--- config.mk ---
export PLATFORM = sky130hd
export DESIGN_NAME = cordic_bus_regfile
export DESIGN_NICKNAME = d
export VERILOG_FILES = /design/src/rtl/cordic_bus_regfile.sv
export SDC_FILE = /design/constraint.sdc
export NUM_CORES = 1
export LEC_CHECK = 0
export CAP_MARGIN = 20
export CORE_MARGIN = 10
export CORE_UTILIZATION = 43
export CTS_BUF_LIST = sky130_fd_sc_hd__clkbuf_4 sky130_fd_sc_hd__clkbuf_8
export DETAILED_ROUTE_END_ITERATION = 8
export MAX_ROUTING_LAYER = met4
export PLACE_DENSITY = 0.79
export SLEW_MARGIN = 10
export SYNTH_ARGS = -nofsm -noshare
export SYNTH_HDL_FRONTEND = slang
export SYNTH_SLANG_ARGS = --single-unit
--- constraint.sdc ---
create_clock -name clk -period 2.01 [get_ports clk]
set_input_delay 0.201 -clock clk [delete_from_list [all_inputs] [get_ports clk]]
set_output_delay 0.201 -clock clk [all_outputs]
set_load 0.03 [all_outputs]
--- src/rtl/cordic_bus_regfile.sv ---
// Host-facing register file for the CORDIC controller: control shadow, X/Y/Z operands,
// result snapshots and interrupt status behind a one-outstanding valid/ready bus.
module cordic_bus_regfile #(
    parameter int                 p_WIDTH      = 32,
    parameter int                 p_ADDR_WIDTH = 4,
    parameter logic [p_WIDTH-1:0] p_CTRL_RESET = 32'h0001_1FF0
) (
    input  logic                    clk,
    input  logic                    rst,
    input  logic                    req_valid,
    output logic                    req_ready,
    input  logic                    req_write,
    input  logic [p_ADDR_WIDTH-1:0] req_addr,
    input  logic [p_WIDTH-1:0]      req_wdata,
    output logic                    rsp_valid,
    input  logic                    rsp_ready,
    output logic [p_WIDTH-1:0]      rsp_rdata,
    output logic                    rsp_err,
    output logic [p_WIDTH-1:0]      ctrl_reg_in,
    input  logic [p_WIDTH-1:0]      ctrl_reg_out,
    input  logic                    ctrl_wr_en,
    output logic [p_WIDTH-1:0]      x_in,
    output logic [p_WIDTH-1:0]      y_in,
    output logic [p_WIDTH-1:0]      z_in,
    input  logic [p_WIDTH-1:0]      x_res,
    input  logic [p_WIDTH-1:0]      y_res,
    input  logic [p_WIDTH-1:0]      z_res,
    output logic                    irq
);

    localparam logic [p_ADDR_WIDTH-1:0] ADDR_CTRL = p_ADDR_WIDTH'(4'd0);
    localparam logic [p_ADDR_WIDTH-1:0] ADDR_X    = p_ADDR_WIDTH'(4'd1);
    localparam logic [p_ADDR_WIDTH-1:0] ADDR_Y    = p_ADDR_WIDTH'(4'd2);
    localparam logic [p_ADDR_WIDTH-1:0] ADDR_Z    = p_ADDR_WIDTH'(4'd3);
    localparam logic [p_ADDR_WIDTH-1:0] ADDR_XR   = p_ADDR_WIDTH'(4'd4);
    localparam logic [p_ADDR_WIDTH-1:0] ADDR_YR   = p_ADDR_WIDTH'(4'd5);
    localparam logic [p_ADDR_WIDTH-1:0] ADDR_ZR   = p_ADDR_WIDTH'(4'd6);
    localparam logic [p_ADDR_WIDTH-1:0] ADDR_INT  = p_ADDR_WIDTH'(4'd7);

    logic [p_WIDTH-1:0] ctrl_q, ctrl_d;
    logic [p_WIDTH-1:0] opnd_q [3];
    logic [p_WIDTH-1:0] opnd_d [3];
    logic [p_WIDTH-1:0] res_q  [3];
    logic [p_WIDTH-1:0] res_d  [3];
    logic [2:0]         int_q, int_d;
    logic [2:0]         int_set_s, int_clr_s;
    logic               irq_q;
    logic               rsp_valid_q, rsp_valid_d;
    logic [p_WIDTH-1:0] rsp_rdata_q, rsp_rdata_d;
    logic               rsp_err_q, rsp_err_d;
    logic               busy_s, accept_s, done_s;
    logic [1:0]         opnd_idx_s, res_idx_s;

    // Write-backs stall the host, so the two update sources never meet in one cycle.
    assign busy_s    = ~ctrl_q[16];
    assign req_ready = ~(rsp_valid_q & ~rsp_ready) & ~ctrl_wr_en;
    assign accept_s  = req_valid & req_ready;
    assign done_s    = ctrl_wr_en & ctrl_reg_out[16] & ~ctrl_q[16];

    assign ctrl_reg_in = ctrl_q;
    assign x_in        = opnd_q[0];
    assign y_in        = opnd_q[1];
    assign z_in        = opnd_q[2];
    assign rsp_valid   = rsp_valid_q;
    assign rsp_rdata   = rsp_rdata_q;
    assign rsp_err     = rsp_err_q;
    assign irq         = irq_q;

    // Next-state: controller write-back, host access decode and interrupt status merge.
    always_comb begin
        ctrl_d      = ctrl_q;
        opnd_d      = opnd_q;
        res_d       = res_q;
        int_set_s   = 3'b000;
        int_clr_s   = 3'b000;
        rsp_valid_d = rsp_valid_q & ~rsp_ready;
        rsp_rdata_d = rsp_rdata_q;
        rsp_err_d   = rsp_err_q;
        opnd_idx_s  = req_addr[1:0] - 2'd1;
        res_idx_s   = req_addr[1:0];
        if (ctrl_wr_en) begin
            ctrl_d = ctrl_reg_out;
            if (done_s) begin
                res_d[0]     = x_res;
                res_d[1]     = y_res;
                res_d[2]     = z_res;
                int_set_s[0] = ctrl_reg_out[5];
                int_set_s[1] = (ctrl_reg_out[17] | ctrl_reg_out[18]) & ctrl_reg_out[4];
            end else begin
                res_d = res_q;
            end
        end else if (accept_s) begin
            rsp_valid_d = 1'b1;
            rsp_rdata_d = '0;
            rsp_err_d   = 1'b0;
            case (req_addr)
                ADDR_CTRL: begin
                    if (!req_write) begin
                        rsp_rdata_d = ctrl_q;
                    end else if (busy_s) begin
                        rsp_err_d    = 1'b1;
                        int_set_s[2] = 1'b1;
                    end else begin
                        ctrl_d[15:0] = req_wdata[15:0];
                    end
                end
                ADDR_X, ADDR_Y, ADDR_Z: begin
                    if (!req_write) begin
                        rsp_rdata_d = opnd_q[opnd_idx_s];
                    end else if (busy_s) begin
                        rsp_err_d    = 1'b1;
                        int_set_s[2] = 1'b1;
                    end else begin
                        opnd_d[opnd_idx_s] = req_wdata;
                    end
                end
                ADDR_XR, ADDR_YR, ADDR_ZR: begin
                    if (req_write) begin
                        rsp_err_d = 1'b1;
                    end else begin
                        rsp_rdata_d = res_q[res_idx_s];
                    end
                end
                ADDR_INT: begin
                    if (req_write) begin
                        int_clr_s = req_wdata[2:0];
                    end else begin
                        rsp_rdata_d = {{(p_WIDTH-3){1'b0}}, int_q};
                    end
                end
                default: begin
                    rsp_err_d = 1'b1;
                end
            endcase
        end else begin
            ctrl_d = ctrl_q;
        end
        // A hardware set outranks a same-cycle W1C clear.
        int_d = int_set_s | (int_q & ~int_clr_s);
    end

    // State registers; irq follows INT_STATUS one cycle later.
    always_ff @(posedge clk or negedge rst) begin
        if (!rst) begin
            ctrl_q      <= p_CTRL_RESET;
            opnd_q      <= '{default: '0};
            res_q       <= '{default: '0};
            int_q       <= 3'b000;
            irq_q       <= 1'b0;
            rsp_valid_q <= 1'b0;
            rsp_rdata_q <= '0;
            rsp_err_q   <= 1'b0;
        end else begin
            ctrl_q      <= ctrl_d;
            opnd_q      <= opnd_d;
            res_q       <= res_d;
            int_q       <= int_d;
            irq_q       <= |int_q;
            rsp_valid_q <= rsp_valid_d;
            rsp_rdata_q <= rsp_rdata_d;
            rsp_err_q   <= rsp_err_d;
        end
    end

endmodule

After elaboration in Yosys (flattened, before gate mapping)
Cells that the tools add are included.
{ "classes": {"n_addsub": 1, "n_shift": 0, "order_cmp": 3, "n_mul": 0, "div_mod_pow": 0, "muxes": 34, "reduce_logical": 14, "eq_ne": 7, "bitwise_logic": 16} }
{ "ops": {"columns": ["cell", "count"], "rows": [
  ["32-bit 2-to-1 mux", 8],
  ["32-bit binary-select mux with 2-bit select", 2],
  ["32-bit one-hot mux with 4 select lines", 1],
  ["96-bit bitwise mux", 1],
  ["16-bit 2-to-1 mux", 5],
  ["32-bit demux with 2-bit select", 1],
  ["4-bit by 3-bit equality test with 1-bit output, second input constant", 4],
  ["3-bit 2-to-1 mux", 5],
  ["3-bit OR reduction", 3],
  ["4-bit by 2-bit equality test with 1-bit output, second input constant", 2],
  ["1-bit 2-to-1 mux", 8],
  ["2-bit nonzero test", 4],
  ["1-bit AND", 6],
  ["3-bit greater-or-equal comparator, second input constant", 2],
  ["2-bit inverter with 3-bit output", 2],
  ["5-bit AND reduction", 1],
  ["4-bit by 1-bit equality test with 1-bit output, second input constant", 1],
  ["4-bit zero test", 1],
  ["2-bit 2-to-1 mux", 2],
  ["1-bit inverter", 4],
  ["2-bit AND reduction", 2],
  ["4-bit AND reduction", 1],
  ["4-bit OR reduction", 1],
  ["3-bit AND", 1],
  ["other kinds (7)", 7]
]} }
{ "word_totals": {"reg_bits": 262, "out_inout_bits": 164, "mem_bits_rw": 0, "mem_count": 0, "rom_bits": 0, "elab_cells": 88, "latch_bits": 0, "inputBits": 170} }

Longest topological paths before layout
{ "logic_depth": {"depth_word": 10, "mapped_depth": 10, "depth_no_buf": 6} }

Worst setup path after synthesis
OpenSTA, ideal clock, no wires.
{ "synth_path": {"path_type": "input-to-reg", "from": "input req_addr[1]", "to": "register rsp_rdata_q[13] (netlist: rsp_rdata[13])", "setup_time_ns": 0.135, "arrival_ns": 2.231, "stages": 9, "n_path_buf": 4, "setup_slack_ns": -0.356, "t_required_ns": 1.875, "cell_sequence": "clkbuf_1 clkbuf_1 inv_1 ha_1 clkbuf_1 clkbuf_1 mux2_2 a22oi_1 o211ai_1"} }
{ "synth_via": {"elab_chain_cells": 7, "elab_cells_between_ends": 22, "classes_between": "1 x add/sub; 7 x eq/ne; 9 x mux; 2 x bitwise; 3 x reduce/logical"} }
{ "synth_rtl": {"columns": ["element", "line_no", "source"], "rows": [
  ["start, declared", "13", "input logic [p_ADDR_WIDTH-1:0] req_addr,"],
  ["2-bit by 1-bit subtractor with 2-bit output", "79", "opnd_idx_s = req_addr[1:0] - 2'd1;"],
  ["2-bit inverter with 3-bit output (not written as such)", "109", "rsp_rdata_d = opnd_q[opnd_idx_s];"],
  ["32-bit binary-select mux with 2-bit select", "109", null],
  ["32-bit 2-to-1 mux (not written as such) (2 in a row)", "109", null],
  ["32-bit 2-to-1 mux", "108", "if (!req_write) begin"],
  ["32-bit one-hot mux with 4 select lines *", "96", "case (req_addr)"],
  ["end signal, assigned", "160", "rsp_rdata_q <= rsp_rdata_d;"],
  ["end, declared", "49", "logic [p_WIDTH-1:0] rsp_rdata_q, rsp_rdata_d;"]
]} }
Mark *: on every way between the ends. The rest lies on a longest branch, timed or not. The select of a mux whose other input is x is not followed.
A chain may end at the register's enable or synchronous reset.

Final worst setup path
{ "layout_path": {"from": "register ctrl_q[2] (netlist: ctrl_reg_in[2])", "to": "output ctrl_reg_in[2]"} }
{ "layout_lines": {"columns": ["element", "line_no", "source"], "rows": [
  ["start, declared", "40", "logic [p_WIDTH-1:0] ctrl_q, ctrl_d;"],
  ["start signal, assigned", "145", "ctrl_q <= p_CTRL_RESET;"],
  ["start signal, assigned", "154", "ctrl_q <= ctrl_d;"],
  ["end, declared", "19", "output logic [p_WIDTH-1:0] ctrl_reg_in,"]
]} }
No word-level cell between the ends.

==> summary.txt <==
crit path DAT: 1.73 ns
clk sink count: 262
WHS: 0.0749 ns
Max Cap Viol: 0
fillers: 2,216
Layout Skew: 0.0227 ns
worst skew pair latency: 0.56 ns
number of routed nets with antenna violations: 0
number of synthesized flops with an enable pin: 0
TritonCTS Buffers: 47
placed insts: 1,774
measured slew at the worst slew-check pin: 0.529 ns
outcome: complete, no violations
Root Driver: clkbuf_8
first-pass GRT wire length: 63,700 um
GP Congestion: 0.898
Post-synth top cells: nand2_1 (313), dfrtp_1 (252), mux2_2 (127)
Die W: 187 um
final worst slack: 0.0751 ns
HP Class: in2reg
Synth Cell Area: 12,000 um2
endpoints failing setup: 0
Initial DRC Count: 734
Synth Instances: 1,100
initial antenna violation count: 4
P_leak: 7.86 nW
CP cell instances: clkdlybuf4s50_1
GR Util All Layers: 23.7%
top cell type's share of synthesized area: 52.8%
Crit-path slowest cell: clkdlybuf4s50_1
DIE HEIGHT: 187 um
Peak VDD IR: 0.000763 V
CP max stage delay: 0.72 ns
DP Area: 16,000 um2
critical path fanouts, max: 3
ys async rst share: 100%
DP Wirelength: 30,500 um
Tmin final: 1.93 ns
CTS H-tree depth: 2
crit start category: flop
Routed wire per std cell: 22.3 um
FP Rows: 60
fin. max-slew vios: 0
largest cells by area after synthesis: dfrtp_1 (53%), mux2_2 (12%), nand2_1 (9.8%)
syn_nets: 1,276
pre-CTS WS: -0.143 ns
cell taking the most area after synthesis: dfrtp_1
syn_area_per_cell: 10.9 um2
CTS clk-pin slew, worst paths: 0.06 ns
vias: 9,948
Yosys Warn Count: 0
Worst slew margin: 64.4%
core area: 27,200 um2
IO Pins: 334
post-synthesis sequential area ratio: 55.0%
Layout Cells excl Fill: 1,866
kind of critical path: reg2out
Post-Route WL: 41,600 um
Crit path max-delay family: buffers and inverters
largest net degree at the start of global routing: 70
First-pass DRT Iterations: 5
grt ovf: 0
Max Fclk: 0.517 GHz
number of distinct library cells after synthesis: 45
maximum buffer depth of the clock tree: 3
share of cells above drive strength 1: 20.0%
area delta synth->final: 42.7%
vias in the first global route: 10,500
routed vias/inst: 5.33
Port Buffers: 333
Finished Cell Area: 17,100 um2
initial core utilization: 44.0%
CP Capture Type: primary output
Bufs and invs on worst path: 1
# nets final: 1,628
Post-CTS Setup Bufs: 0
main flop type after synthesis: dfrtp_1
RSZ-0062 raised after global routing: false
Cell Pwr Density: 829 nW/um2
residual DRC count: 0
Worst EP required: 1.81 ns
most common cell in the netlist: nand2_1
TritonCTS clock tree: done
crit share post-route: 96.3%
Final Hold Fails: 0
#FFs+latches synth: 262
Die Area: 34,900 um2
==> timing repair <==
item,4_1_cts,5_1_grt
setup endpoints to repair,10,1
endpoints found under the hold margin,236,0
gates resized for setup,10,1
hold buffers,1,0
==> power by group <==
part	internal, mW	leakage (nW)	switching, mW
registers	5.86	3.39	0.367
logic	1.19	3.92	1.46
clock network	3.00	0.547	2.27
total	10.0	7.86	4.10
==> registers in the layout, indices dropped and copies added, names as in the netlist, 3 cells and up <==
register,flops
res_q,96
z_in,32
x_in,32
int_q,3
ctrl_reg_in,32
y_in,32
rsp_rdata,32
==> cell type report <==
cell class / instances / area (um2) / share of cell area, %
repair buffers: 385 / 3920 / 23.0
inverters: 9 / 33.8 / 0.198
clock buffers: 75 / 945 / 5.54
well taps: 372 / 465 / 2.73
multi-input cells: 747 / 5040 / 29.6
diodes: 3 / 7.51 / 0.0440
clock inverters: 13 / 73.8 / 0.433
flip-flops and latches: 262 / 6570 / 38.5
==> logic make-up (layout without fill, tap and decap cells) <==
group / after synthesis / count (layout) / share of synthesized area, %
buf+inv: 91 / 482 / 3.35
compound gates: 161 / 161 / 10.3
mux: 188 / 188 / 17.1
simple gates: 392 / 392 / 13.7
fa+ha+maj: 6 / 6 / 0.628
flops: 262 / 262 / 55.0
other cells: 0 / 3 / 0
==> worst paths after layout <==
check	start	cells past startpoint	endpoint	slack, ns
worst max-delay path	ctrl_reg_in[2]	1	ctrl_reg_in[2]	0.08
worst min-delay path	ctrl_wr_en	3	ctrl_reg_in[16]	0.07
worst max register to register	rsp_valid	5	ctrl_reg_in[5]	0.18
worst min register to register	res_q[30]	2	res_q[30]	0.47
max in group asynchronous	rst	3	ctrl_reg_in[16]	1.07
min in group asynchronous	rst	2	y_in[10]	0.11
==> placed cells by master, fill, tap and decap left out, drive strengths merged, types with 2 or more instances in the layout <==
cell	Yosys	routed
a22o	9	9
nand2	313	313
o22ai	8	8
clkinv	0	10
buf	37	56
clkinvlp	0	2
a32oi	35	35
nor4b	2	2
dfstp	10	10
o221ai	3	3
nor2	28	28
or3	2	2
mux2i	60	60
a22oi	11	11
o2bb2ai	32	32
o211ai	22	22
clkbuf	45	75
o311ai	6	6
and2	8	8
dlygate4sd2	0	10
diode	0	3
dfrtp	252	252
nor3b	2	2
nand3	25	25
inv	9	10
nor2b	3	3
nand3b	2	2
clkdlybuf4s50	0	317
nand2b	3	3
mux2	128	128
ha	6	6
o21ai	18	18
a21oi	14	14
nor3	2	2
==> metal layers <==
layer / up-vias / global-route usage [%] / routed length, um
li1: 4557 / - / -
met1: 4958 / 30.0 / 18100
met2: 363 / 35.2 / 18800
met3: 70 / 7.39 / 3380
met4: 0 / 8.25 / 1330
met5: - / - / 0
==> through the flow <==
step	power (mW)	util, %	setup TNS, ns
6_report	14.1	62.8	0
5_1_grt	14.8	62.8	0
4_1_cts	14.3	62.7	0
3_5_place_dp	8.97	59.0	-0.923
3_3_place_gp	8.89	59.0	-0.312
2_1_floorplan	7.55	-	0
Power figures use the tool's default switching activity.
